[src/rtl/rv_pkg.sv]
`default_nettype none
// +----------------------------------------------------------------------+
// | rv_pkg : shared types and constants for the RISC-V pipeline stages   |
// | Rev 1.0                                                              |
// +----------------------------------------------------------------------+
package rv_pkg;

   localparam int unsigned XLEN      = 32;
   localparam logic [31:0] NOP_INSTR = 32'h0000_0013;  // addi x0,x0,0

   typedef enum logic [1:0] {
      FETCH_WAIT = 2'd0,
      FETCH_RUN  = 2'd1,
      FETCH_HALT = 2'd2
   } fetch_state_e;

   typedef struct packed {
      logic [XLEN-1:0] pc;
      logic [31:0]     instr;
      logic            valid;
   } if_id_t;

endpackage
`default_nettype wire

[src/rtl/if_id_reg.sv]
`default_nettype none
// +----------------------------------------------------------------------+
// | if_id_reg : pipeline register with hold and flush-to-bubble controls |
// | Rev 1.0                                                              |
// +----------------------------------------------------------------------+
module if_id_reg
   import rv_pkg::*;
#(
   parameter int unsigned XLEN = rv_pkg::XLEN
) (
   input  logic            clk,
   input  logic            rst,
   input  logic            hold_i,
   input  logic            flush_i,
   input  logic [XLEN-1:0] pc_i,
   input  logic [31:0]     instr_i,
   input  logic            valid_i,
   output logic [XLEN-1:0] pc_o,
   output logic [31:0]     instr_o,
   output logic            valid_o
);

   logic [XLEN-1:0] pc_q;
   logic [31:0]     instr_q;
   logic            valid_q;

   // Flush outranks hold so a redirect never leaves a stale instruction behind.
   always_ff @(posedge clk) begin
      if (rst || flush_i) begin
         pc_q    <= '0;
         instr_q <= NOP_INSTR;
         valid_q <= 1'b0;
      end else if (!hold_i) begin
         pc_q    <= pc_i;
         instr_q <= instr_i;
         valid_q <= valid_i;
      end
   end

   assign pc_o    = pc_q;
   assign instr_o = instr_q;
   assign valid_o = valid_q;

endmodule
`default_nettype wire

[src/rtl/fetch_unit.sv]
`default_nettype none
// +----------------------------------------------------------------------+
// | fetch_unit : PC, warmup/run/halt FSM, fetch-fault detection, IF/ID   |
// | Rev 1.0                                                              |
// +----------------------------------------------------------------------+
module fetch_unit
   import rv_pkg::*;
#(
   parameter int unsigned     XLEN          = rv_pkg::XLEN,
   parameter logic [XLEN-1:0] RESET_PC      = '0,
   parameter int unsigned     IMEM_DEPTH    = 64,
   parameter int unsigned     WARMUP_CYCLES = 2
) (
   input  logic            clk,
   input  logic            rst,
   output logic [XLEN-1:0] imem_addr,
   input  logic [31:0]     imem_rdata,
   input  logic            stall,
   input  logic            redirect_valid,
   input  logic [XLEN-1:0] redirect_pc,
   output logic [XLEN-1:0] if_id_pc,
   output logic [31:0]     if_id_instr,
   output logic            if_id_valid,
   output logic            fault,
   output logic [XLEN-1:0] fault_pc,
   output logic            running
);

   localparam logic [XLEN:0] DEPTH_EXT = (XLEN+1)'(IMEM_DEPTH);
   localparam logic [3:0]    WARM_LAST = 4'(WARMUP_CYCLES - 1);

   fetch_state_e    state_q, state_d;
   logic [3:0]      warm_q, warm_d;
   logic [XLEN-1:0] pc_q, pc_d;
   logic            fault_q, fault_d;
   logic [XLEN-1:0] fault_pc_q, fault_pc_d;
   logic            ifid_hold, ifid_flush;
   logic [XLEN:0]   pc_plus4;
   logic            redir_bad;

   // One extra bit so a wrap past 2^XLEN still reads as out of range.
   assign pc_plus4  = {1'b0, pc_q} + (XLEN+1)'(4);
   assign redir_bad = (redirect_pc[1:0] != 2'b00) || ({1'b0, redirect_pc} >= DEPTH_EXT);

   always_comb begin
      state_d    = state_q;
      warm_d     = warm_q;
      pc_d       = pc_q;
      fault_d    = fault_q;
      fault_pc_d = fault_pc_q;
      ifid_hold  = 1'b0;
      ifid_flush = 1'b0;
      unique case (state_q)
         FETCH_WAIT: begin
            ifid_flush = 1'b1;
            warm_d     = warm_q + 4'd1;
            if (warm_q == WARM_LAST) begin
               state_d = FETCH_RUN;
               warm_d  = '0;
            end
         end
         FETCH_RUN: begin
            if (redirect_valid) begin
               ifid_flush = 1'b1;
               if (redir_bad) begin
                  fault_d    = 1'b1;
                  fault_pc_d = redirect_pc;
                  state_d    = FETCH_HALT;
               end else begin
                  pc_d = redirect_pc;
               end
            end else if (stall) begin
               ifid_hold = 1'b1;
            end else if (pc_plus4 < DEPTH_EXT) begin
               pc_d = pc_plus4[XLEN-1:0];
            end else begin
               // The last word still loads into IF/ID on this edge.
               fault_d    = 1'b1;
               fault_pc_d = pc_plus4[XLEN-1:0];
               state_d    = FETCH_HALT;
            end
         end
         FETCH_HALT: begin
            ifid_flush = 1'b1;
         end
         default: begin
            state_d    = FETCH_WAIT;
            ifid_flush = 1'b1;
         end
      endcase
   end

   always_ff @(posedge clk) begin
      if (rst) begin
         state_q    <= FETCH_WAIT;
         warm_q     <= '0;
         pc_q       <= RESET_PC;
         fault_q    <= 1'b0;
         fault_pc_q <= '0;
      end else begin
         state_q    <= state_d;
         warm_q     <= warm_d;
         pc_q       <= pc_d;
         fault_q    <= fault_d;
         fault_pc_q <= fault_pc_d;
      end
   end

   if_id_reg #(
      .XLEN (XLEN)
   ) u_if_id (
      .clk     (clk),
      .rst     (rst),
      .hold_i  (ifid_hold),
      .flush_i (ifid_flush),
      .pc_i    (pc_q),
      .instr_i (imem_rdata),
      .valid_i (1'b1),
      .pc_o    (if_id_pc),
      .instr_o (if_id_instr),
      .valid_o (if_id_valid)
   );

   assign imem_addr = pc_q;
   assign fault     = fault_q;
   assign fault_pc  = fault_pc_q;
   assign running   = (state_q == FETCH_RUN);

endmodule
`default_nettype wire

[config.mk]
export PLATFORM = sky130hd
export DESIGN_NAME = fetch_unit
export DESIGN_NICKNAME = d
export VERILOG_FILES = /design/src/rtl/rv_pkg.sv /design/src/rtl/if_id_reg.sv /design/src/rtl/fetch_unit.sv
export SDC_FILE = /design/constraint.sdc
export NUM_CORES = 1
export LEC_CHECK = 0
export ABC_AREA = 0
export BUFFER_PORTS_ARGS = -buffer_cell sky130_fd_sc_hd__buf_2
export CELL_PAD_IN_SITES_DETAIL_PLACEMENT = 1
export CELL_PAD_IN_SITES_GLOBAL_PLACEMENT = 1
export CORE_UTILIZATION = 39
export DETAILED_ROUTE_END_ITERATION = 12
export HOLD_SLACK_MARGIN = 0.06
export PLACE_DENSITY = 0.83
export SYNTH_ARGS = -nofsm -noshare
export SYNTH_HDL_FRONTEND = slang
export SYNTH_SLANG_ARGS = --single-unit
[constraint.sdc]
create_clock -name clk -period 5 [get_ports clk]
set_clock_uncertainty 0.15 [all_clocks]
set_input_delay 0.5 -clock clk [delete_from_list [all_inputs] [get_ports clk]]
set_output_delay 0.5 -clock clk [all_outputs]
set_load 0.01 [all_outputs]
## Yosys cells after proc, flatten, opt, wreduce, memory -nomap -nowiden

Index checks and enable logic that the tools add are counted.

| storage, ports and cells | value |
|---|---|
| logic and storage cells | 56 |
| bits of input ports | 68 |
| flip-flop bits (word level) | 136 |
| output and inout port bits | 131 |

| cells by class | value |
|---|---|
| order comparisons | 2 |
| bitwise operators | 1 |
| equal/unequal tests | 11 |
| multiplexer cells | 24 |
| reductions and logical operators | 8 |
| $add $sub $neg | 2 |

Operators by type and width:

| cell | number |
|---|---|
| two-way mux 32 bit | 8 |
| adder 32 x 3 -> 33 bit (second input constant) | 1 |
| less-than comparator 33 x 7 -> 1 bit (second input constant) | 1 |
| greater-or-equal comparator 32 x 7 -> 1 bit (second input constant) | 1 |
| two-way mux 2 bit | 5 |
| two-way mux 1 bit | 9 |
| AND reduction 4 bit | 2 |
| inequality test 2 bit (second input constant) | 3 |
| inequality test 3 bit (second input constant) | 2 |
| case mux 2 bit (3 select lines) | 1 |
| AND reduction 5 bit | 1 |
| adder 4 x 1 -> 4 bit (second input constant) | 1 |
| equality test 4 x 1 -> 1 bit (second input constant) | 1 |
| two-way mux 4 bit | 1 |
| inequality test 2 x 1 -> 1 bit (second input constant) | 2 |
| nonzero test 2 bit | 2 |
| inequality test 3 x 2 -> 1 bit (second input constant) | 1 |
| equality test 2 x 1 -> 1 bit (second input constant) | 1 |
| equality test 2 bit (second input constant) | 1 |
| logical NOT 2 bit | 1 |
| logical OR 1 bit | 2 |
| NOT 1 bit | 1 |

## Longest topological paths before layout

Gate-level depths: netlist (run 1).

| depth | value |
|---|---|
| depth after elaboration | 6 |
| depth in mapped cells | 12 |
| gate-level depth less buffers | 9 |

## Hierarchy

From an unflattened synthesis (run 1), not the netlist that was laid out.

| unflattened totals | value |
|---|---|
| cells, all modules | 704 |
| area total of the unflattened synthesis | 6361.1 µm² |

Modules (own cells, without submodules):

| module | cells an instance | times used | sequential area each (µm²) | area each (µm²) |
|---|---|---|---|---|
| fetch_unit | 493 | 1 | 1421.4 | 4048.9 |
| if_id_reg | 211 | 1 | 1301.2 | 2312.2 |

## Worst setup path before layout (run 1)

OpenSTA, ideal clock, no wires.

| timing path | value |
|---|---|
| path kind | register -> register |
| start point | reg pc_q[2], in the netlist imem_addr[2] |
| end point | reg pc_q[2], in the netlist imem_addr[2] |
| path buffers | 2 |
| setup slack | 1.465 ns |
| setup time | 0.071 ns |
| data arrival time | 3.314 ns |
| stages on the path, launching flop included | 11 |
| clock period less this slack | 3.535 ns |
| data required time | 4.779 ns |
| cells stage by stage | dfxtp_1 -> ha_1 -> clkbuf_1 -> nand4_1 -> or2_2 -> a221o_1 -> or4_4 -> o41a_1 -> buf_2 -> or4_1 -> a21oi_1 |

| on the way | value |
|---|---|
| longest elaborated chain between the ends | 4 |
| elaborated cells between the ends (all ways) | 7 |
| classes of those cells | add/sub (1); order compare (1); mux (3); reduce/logical (2) |

Ends and longest elaborated chain:

| what | line | text |
|---|---|---|
| from (decl) | fetch_unit.sv:34 | `logic [XLEN-1:0] pc_q, pc_d;` |
| from (signal assigned) | fetch_unit.sv:103 | `pc_q <= pc_d;` |
| adder 32 x 3 -> 33 bit (*) | fetch_unit.sv:42 | `assign pc_plus4 = {1'b0, pc_q} + (XLEN+1)'(4);` |
| less-than comparator 33 x 7 -> 1 bit / two-way mux 32 bit (equally long branches) | fetch_unit.sv:74 | `end else if (pc_plus4 < DEPTH_EXT) begin` |
| nonzero test 2 bit (no line) / two-way mux 32 bit (equally long branches) | n/a |  |
| AND reduction 4 bit (no line) / two-way mux 32 bit (equally long branches) | n/a |  |

Mark *: on every way between the ends. The rest lies on a longest branch, timed or not. The select of a mux whose other input is x is not followed.
A chain may end at the register's enable or synchronous reset.

## Worst setup path in the final report (run 1)

| timing path | value |
|---|---|
| start point | reg pc_q[2], in the netlist imem_addr[2] |
| end point | reg fault_pc_q[29], in the netlist fault_pc[29] |

| on the way | value |
|---|---|
| longest elaborated chain between the ends | 4 |
| elaborated cells between the ends (all ways) | 7 |
| classes of those cells | add/sub (1); order compare (1); eq/ne (1); mux (3); reduce/logical (1) |

Ends and longest elaborated chain:

| what | line | text |
|---|---|---|
| adder 32 x 3 -> 33 bit (*) | fetch_unit.sv:42 |  |
| less-than comparator 33 x 7 -> 1 bit / two-way mux 32 bit (equally long branches) | fetch_unit.sv:74 |  |
| inequality test 2 bit (no line) / two-way mux 32 bit (equally long branches) | n/a |  |
| AND reduction 4 bit (no line) / two-way mux 32 bit (equally long branches) | n/a |  |
| to (signal assigned) | fetch_unit.sv:105 | `fault_pc_q <= fault_pc_d;` |
| to (decl) | fetch_unit.sv:36 | `logic [XLEN-1:0] fault_pc_q, fault_pc_d;` |

Marks and branches as above.

==> results of run 1 <==
## final timing paths
check	from	depth (start not counted)	slack, ns	end
setup / recovery	imem_addr[2]	11	0.88	fault_pc[29]
hold / removal	imem_rdata[4]	3	0.14	u_if_id.instr_o[4]
setup reg to reg	imem_addr[2]	11	0.88	fault_pc[29]
hold reg to reg	u_if_id.instr_o[5]	2	0.30	u_if_id.instr_o[5]
## metal layers
metal  part of all wire  routed length (um)  vias up  GRT usage
met5                  0                   0        -          0
met1               0.45                8815     2915     0.3202
li1                   -                   -     2937          -
met4              0.024                 470        0    0.09993
met2               0.47                9335      200     0.4040
met3              0.057                1117       37    0.05905
## cell type report
type                       instances  share of cell area
tap                              188             0.03049
timing repair buffer             211              0.1411
clock inverter                    13             0.02206
multi-input combinational        540              0.3921
inverter                           8            0.003893
sequential                       136              0.3530
clock buffer                      19             0.05742
## Yosys cell counts (2+ instances only)
| cell | count | area (um^2) |
|---|---|---|
| a2111oi_0 | 5 | 43.79 |
| a21oi_1 | 94 | 470.5 |
| a311oi_1 | 4 | 35.03 |
| a31o_2 | 10 | 87.58 |
| a31oi_1 | 4 | 25.02 |
| and2_1 | 28 | 175.2 |
| and3_1 | 3 | 18.77 |
| and4_1 | 8 | 70.07 |
| buf_1 | 4 | 15.01 |
| buf_2 | 6 | 30.03 |
| buf_4 | 3 | 22.52 |
| clkbuf_1 | 52 | 195.2 |
| dfxtp_1 | 136 | 2723 |
| inv_1 | 8 | 30.03 |
| mux2i_1 | 7 | 70.07 |
| nand2_1 | 164 | 615.6 |
| nand2b_1 | 4 | 25.02 |
| nand3_1 | 18 | 90.09 |
| nand4_1 | 18 | 112.6 |
| nand4b_1 | 2 | 17.52 |
| nor2_1 | 35 | 131.4 |
| nor2b_1 | 3 | 18.77 |
| nor3_1 | 12 | 60.06 |
| nor3b_1 | 2 | 15.01 |
| nor4_1 | 14 | 87.58 |
| o2111ai_1 | 3 | 26.28 |
| o211ai_1 | 11 | 82.58 |
| o21ai_0 | 20 | 100.1 |
| o31ai_1 | 12 | 90.09 |
| or2_2 | 2 | 12.51 |
| or3_1 | 3 | 18.77 |
| or4_1 | 5 | 37.54 |
| xnor2_1 | 17 | 148.9 |
| xor2_1 | 18 | 157.7 |
## metrics by stage
stage / instance area [um^2] / util
3_5_place_dp: 7101 / 0.4688
3_3_place_gp: 7101 / 0.4688
6_report: 7714 / 0.5093
5_1_grt: 7714 / 0.5093
2_1_floorplan: 6013 / -
4_1_cts: 7714 / 0.5093
## worst max-delay path: cells and delay by family, from the launching register on
kind / cells / cell delay [ns]
multiplexers: 1 / 0.22
AND/OR/NAND/NOR: 5 / 1.60
flip-flops: 1 / 0.47
adder cells (fa/ha/maj): 1 / 0.47
AO/OA/AOI/OAI: 2 / 0.56
buffers and inverters: 2 / 0.50
## cells by family (layout without fill, tap and decap cells)
| group | count (synthesis) | in the layout |
|---|---|---|
| buf+inv | 73 | 251 |
| compound gates | 171 | 171 |
| flops | 136 | 136 |
| fa+ha+maj | 1 | 1 |
| mux | 7 | 7 |
| simple gates | 326 | 326 |
| xor+xnor | 35 | 35 |
## flip-flops by register name, summed over array words and instances (netlist names)
signal	flops
imem_addr	32
state_q	2
u_if_id.instr_o	32
fault_pc	32
u_if_id.valid_o	1
fault	1
u_if_id.pc_o	32
warm_q	4
## power by group
part	internal, uW	switching, uW	leakage (uW)
Sequential	1130	34.6	0.00110
Clock	804	488	0.000296
Combinational	113	239	0.00192
==> qor.yml, run 1 <==
run_status:
  status: "finished clean"
timing:
  hold_viol: 0
  setup_viol: 0
  max_clock_freq_mhz: 242.9
  min_period_ns: 4.116
  post-route-worst-setup-slack_ns: 0.8836
  period_share: 0.8233
  slew_headroom: 0.3858
  maxSlewViolCount: 0
  timing.hold.ws_ns: 0.1359
  worst_pin_slew_ns: 0.9181
  grt_setup_unrepaired: "no"
  setup_tns_ns: 0
finish:
  seq_area_um2: 2723
  final-instance-count-excl-fill: 1115
  n_antenna_cell: 0
  fin_nets: 983
  multiInputGateArea_um2: 3024
  drive_above_1_share: 0.2826
  final_cell_mix: "198 x buf_2, 163 x nand2_1, 136 x dfxtp_1"
  final_common_cell: "buf_2"
  area_delta_synth_final_pct: 28.28
  fillers: 1899
global_routing:
  grt_max_degree: 52
  antenna_found_initial: 0
  grt_pass1_wl_um: 31330
  grt.overflow.total: 0
  grt_util_all_layers: 0.2496
  grt_pass1_vias: 5948
route:
  drc: 0
  viasPerCell: 5.461
  wirelength_um: 19740
  detailedRoute.firstIterationViolations: 386
  post_drt_wl_per_cell_um: 17.70
  ant_nets: 0
  drt_first_pass_iters: 4
  num_vias: 6089
logic_synthesis:
  ys.flop_type: "dfxtp_1"
  yosysWarningCount: 0
  synth_edf_count: 0
  async_reset_ff_frac: 0
  synth_top_family_by_area: "simple AND/OR/NAND/NOR gates"
  synth_nets: 818
  yosysSeqAreaShare: 0.4528
  muxShareOfSynthArea: 0.01165
  synthXorXnorAreaFrac: 0.05098
  synth_fa_ha_area_frac: 0.002081
  synth_cells: 749
  synth-simple-area-share: 0.2611
  ys_seq_elements: 136
  synth_compound_area_frac: 0.1727
  synthesis.area_um2: 6013
  syn_area_per_cell_um2: 8.028
  ys_types: 48
floorplanning:
  core_area_um2: 15150
  die_h_um: 126.2
  num_rows: 45
  initial_core_util: 0.3970
  die_x_um: 126.2
  die-area_um2: 15920
  num_io_pins: 199
place:
  port_buffers: 198
  placed_cells: 1083
  gp_congestion: 0.9084
  dp.final_hpwl_um: 14050
  dp_slack_ns: 1.031
setup_path:
  critPathArrivalTime_ns: 4.25
  end_kind: "flop"
  path_cells: "ha_1 > nand4_1 > nor3_1 > and4_1 > mux2i_1 > nand4b_1 > o41a_1 > buf_4 > nand2_1 > buf_4 > o31ai_1"
  crit_fanout: 20
  cpPeakStageDelay_ns: 0.52
  worstSetupPathType: "reg2reg"
  cp-start-kind: "flop"
  worstPathRequired_ns: 5.13
  critPathSlowestCell: "nor3_1"
  crit_path_frequent_cell: "buf_4"
min_path:
  holdCritPathClass: "in2reg"
clock_network:
  holdBufCountCts: 0
  cts_tree: "done"
  clock_sinks: 136
  root_buffer: "clkbuf_16"
  insertion_delay_ns: 0.42
  htreeDepth: 4
  clockBufferDepth: 2
  cts_made_buffers: 17
  cts_setup_buffers: 0
  clk_transition_reported_paths_ns: 0.06
  cts-resized-gates: 0
power_and_ir_drop:
  leakagePower_uw: 0.003312
  ir_worst_vdd_mv: 0.2304
  pwr_density_cell_nw_per_um2: 363.8
  p_total_uw: 2807
flow_run:
  drv_cap: 0
(Power assumes the default switching activity.)
==> run 2, diff against run 1 <==
--- a/config.mk
+++ b/config.mk
@@ -5,14 +5,14 @@
 export SDC_FILE = /design/constraint.sdc
 export NUM_CORES = 1
 export LEC_CHECK = 0
-export ABC_AREA = 0
+export ABC_AREA = 1
 export BUFFER_PORTS_ARGS = -buffer_cell sky130_fd_sc_hd__buf_2
 export CELL_PAD_IN_SITES_DETAIL_PLACEMENT = 1
 export CELL_PAD_IN_SITES_GLOBAL_PLACEMENT = 1
-export CORE_UTILIZATION = 39
+export CORE_UTILIZATION = 32
 export DETAILED_ROUTE_END_ITERATION = 12
 export HOLD_SLACK_MARGIN = 0.06
-export PLACE_DENSITY = 0.83
+export PLACE_DENSITY = 0.74
 export SYNTH_ARGS = -nofsm -noshare
 export SYNTH_HDL_FRONTEND = slang
 export SYNTH_SLANG_ARGS = --single-unit
==> constraint.sdc (replaced) <==
create_clock -name clk -period 3.6 [get_ports clk]
set_clock_uncertainty 0.15 [all_clocks]
set_input_delay 0.36 -clock clk [delete_from_list [all_inputs] [get_ports clk]]
set_output_delay 0.36 -clock clk [all_outputs]
set_load 0.01 [all_outputs]
==> run 2 against run 1 <==
Clock power grew 33%. Sequential cell count is the same. Utilization shrank 7.1 points. Count of clock-buffer cells in the layout grew 1. Global-route usage shrank 2.0 points. Largest cell class unchanged. Highest routed layer unchanged.
==> qor.yml, run 2 <==
timing:
  grt_setup_unrepaired: "no"
  min_period_ns: 3.028  # -1.089 ns
  maxSlewViolCount: 0  # unchanged
  period_share: 0.8410  # +0.01775
  timing.hold.ws_ns: 0.05596  # -0.07992 ns
  hold_viol: 0  # unchanged
  setup_viol: 0  # unchanged
  slew_headroom: 0.3066  # -0.07920
  worst_pin_slew_ns: 1.039  # +0.1209 ns
  setup_tns_ns: 0  # unchanged
  max_clock_freq_mhz: 330.3  # +36%
logic_synthesis:
  yosysSeqAreaShare: 0.4341  # -0.01870
  ys.flop_type: "dfxtp_1"
  async_reset_ff_frac: 0  # unchanged
  yosysTopAreaCellShare: 0.4341  # -0.01870
  synth_cells: 869  # +16%
  yosysWarningCount: 0  # unchanged
  yosysMostFrequentCell: "nand2_1"
  ys_types: 33  # -31%
  synth_top_area_cell: "dfxtp_1"
  synthTopCellsByCount: "181 x nand2_1, 170 x nor2_1, 136 x dfxtp_1, 53 x inv_1, 46 x a21oi_1"
  synth_edf_count: 0  # unchanged
  ys_top_cells_by_area: "dfxtp_1 43%, nand2_1 11%, nor2_1 10%"
  syn_area_per_cell_um2: 7.218  # -10%
  synth_nets: 938  # +15%
  synthesis.area_um2: 6272  # +4.3%
  ys_seq_elements: 136  # unchanged
power_and_ir_drop:
  ir_worst_vdd_mv: 0.3483  # +51%
  pwr_density_cell_nw_per_um2: 460.6  # +27%
  leakagePower_uw: 0.003725  # +12%
place:
  placed_cells: 1286  # +19%
  dpl_cell_area_um2: 7432  # +4.7%
  dp.final_hpwl_um: 16520  # +18%
  gp_congestion: 0.9131  # +0.52%
  port_buffers: 198  # unchanged
setup_path:
  worstSetupPathType: "reg2reg"
  reg2reg_slack_ns: 0.57  # -0.31 ns
  worstPathRequired_ns: 3.71  # -1.42 ns
  cp-start-kind: "flop"
  end_kind: "flop"
  critPathArrivalTime_ns: 3.14  # -1.11 ns
  crit_fanout: 26  # +30%
clock_network:
  root_buffer: "clkbuf_16"
  htreeDepth: 4  # unchanged
  cts_tree: "done"
  cts_setup_buffers: 0  # unchanged
  clk_transition_reported_paths_ns: 0.06  # about the same
  clockBufferDepth: 2  # unchanged
  clock_sinks: 136  # unchanged
  cts-resized-gates: 0  # unchanged
  insertion_delay_ns: 0.42  # about the same
  cts_made_buffers: 17  # unchanged
run_status:
  status: "finished clean"
global_routing:
  grt_max_degree: 71  # +37%
  grt_util_all_layers: 0.2296  # -0.01999
  grt_pass1_vias: 6642  # +12%
  antenna_found_initial: 0  # unchanged
  grt_pass1_wl_um: 35700  # +14%
  gr-max-usage-layer: "met2"
  gr-usage-met2: 0.3553  # -0.04870
  grt.overflow.total: 0  # unchanged
  met3_usage: 0.05283  # -0.006222
  met1_usage: 0.3134  # -0.006847
floorplanning:
  die_x_um: 142  # +13%
  die-area_um2: 20160  # +27%
  num_rows: 50  # +11%
  die_h_um: 142  # +13%
  num_io_pins: 199  # unchanged
  core_area_um2: 18960  # +25%
  initial_core_util: 0.3309  # -0.06613
route:
  viasPerCell: 4.934  # -9.7%
  post_drt_wl_per_cell_um: 16.83  # -4.9%
  detailedRoute.firstIterationViolations: 299  # -23%
  wirelength_um: 22680  # +15%
  ant_nets: 0  # unchanged
  num_vias: 6651  # +9.2%
  drc: 0  # unchanged
  drt_first_pass_iters: 4  # unchanged
min_path:
  holdCritPathClass: "in2reg"
finish:
  drive_above_1_share: 0.2601  # -0.02252
  post-route-cell-area_um2: 8307  # +7.7%
  fin_nets: 1144  # +16%
  n_antenna_cell: 0  # unchanged
  final_cell_mix: "198 x buf_2, 181 x nand2_1, 169 x nor2_1"
  area_delta_synth_final_pct: 32.44
  final-instance-count-excl-fill: 1348  # +21%
  final_common_cell: "buf_2"
flow_run:
  drv_cap: 0  # unchanged
run 2: cell types whose count changed after synthesis, moves of 19 or more:
cell,previous run,this run
nor2_1,35,170
nand4_1,18,39
inv_1,8,53
o21ai_0,20,42
a21oi_1,94,46
a211oi_1,1,33
nor3_2,1,20
and2_1,28,1
run 2: final cells by class:
class	count	area [um^2]
Multi-Input combinational cell	628	3105
Clock buffer	20	456.7
Timing Repair Buffer	236	1364
Sequential cell	136	2723
Fill cell	2415	10650
Clock inverter	12	117.6
Inverter	56	215.2
Tap cell	260	325.3
run 2: path summary, 6_finish.rpt:
path	from	to	cells past startpoint
worst max-delay path	imem_addr[2]	imem_addr[23]	14
worst min-delay path	imem_rdata[21]	u_if_id.instr_o[21]	3
worst max register to register	imem_addr[2]	imem_addr[23]	14
worst min register to register	fault	fault	2
run 2: cell families after synthesis:
family	Yosys count	share of synthesized area
simple gates	480	0.3539
compound gates	144	0.1327
flops	136	0.4341
buf+inv	105	0.07321
xor+xnor	3	0.004190
fa+ha+maj	1	0.001994
run 2: metrics by stage:
step / setup slack, ns / utilization / power [uW]
global route: 0.3483 / 0.4382 / 3984
floorplan: 1.184 / - / 1958
detailed placement: 0.6180 / 0.3921 / 2117
finish: 0.5723 / 0.4382 / 3826
global placement: 0.6789 / 0.3921 / 2111
CTS: 0.5922 / 0.4382 / 3862
run 2: where the power goes:
group          switching, uW  total, uW  leakage [uW]  internal, uW
clock                    717       1710      0.000270           997
combinational            341        515       0.00236           174
sequential              34.8       1600       0.00110          1560
run 2: worst max-delay path, stage by stage (launching register included):
cell     delay [ns]
dfxtp_1        0.52
ha_1           0.28
nand2_2        0.09
nor2_4         0.19
nand3_2        0.14
o21ai_0        0.27
nand2_1        0.09
nor3_1         0.21
nand2_1        0.13
nor2_4         0.11
nand2_4        0.10
nand2_4        0.12
nand2_4        0.11
inv_6          0.24
nor3_1         0.09
run 2: layer usage:
| layer | share of wire | vias to the layer above |
|---|---|---|
| met2 | 0.45 | 192 |
| li1 | - | 3306 |
| met3 | 0.061 | 31 |
| met1 | 0.47 | 3122 |
| met5 | 0 | - |
| met4 | 0.019 | 0 |
run 2: what timing repair did:
item,4_1_cts,5_1_grt
setup endpoints to repair,0,0
endpoints found under the hold margin,30,0
hold buffers,30,0
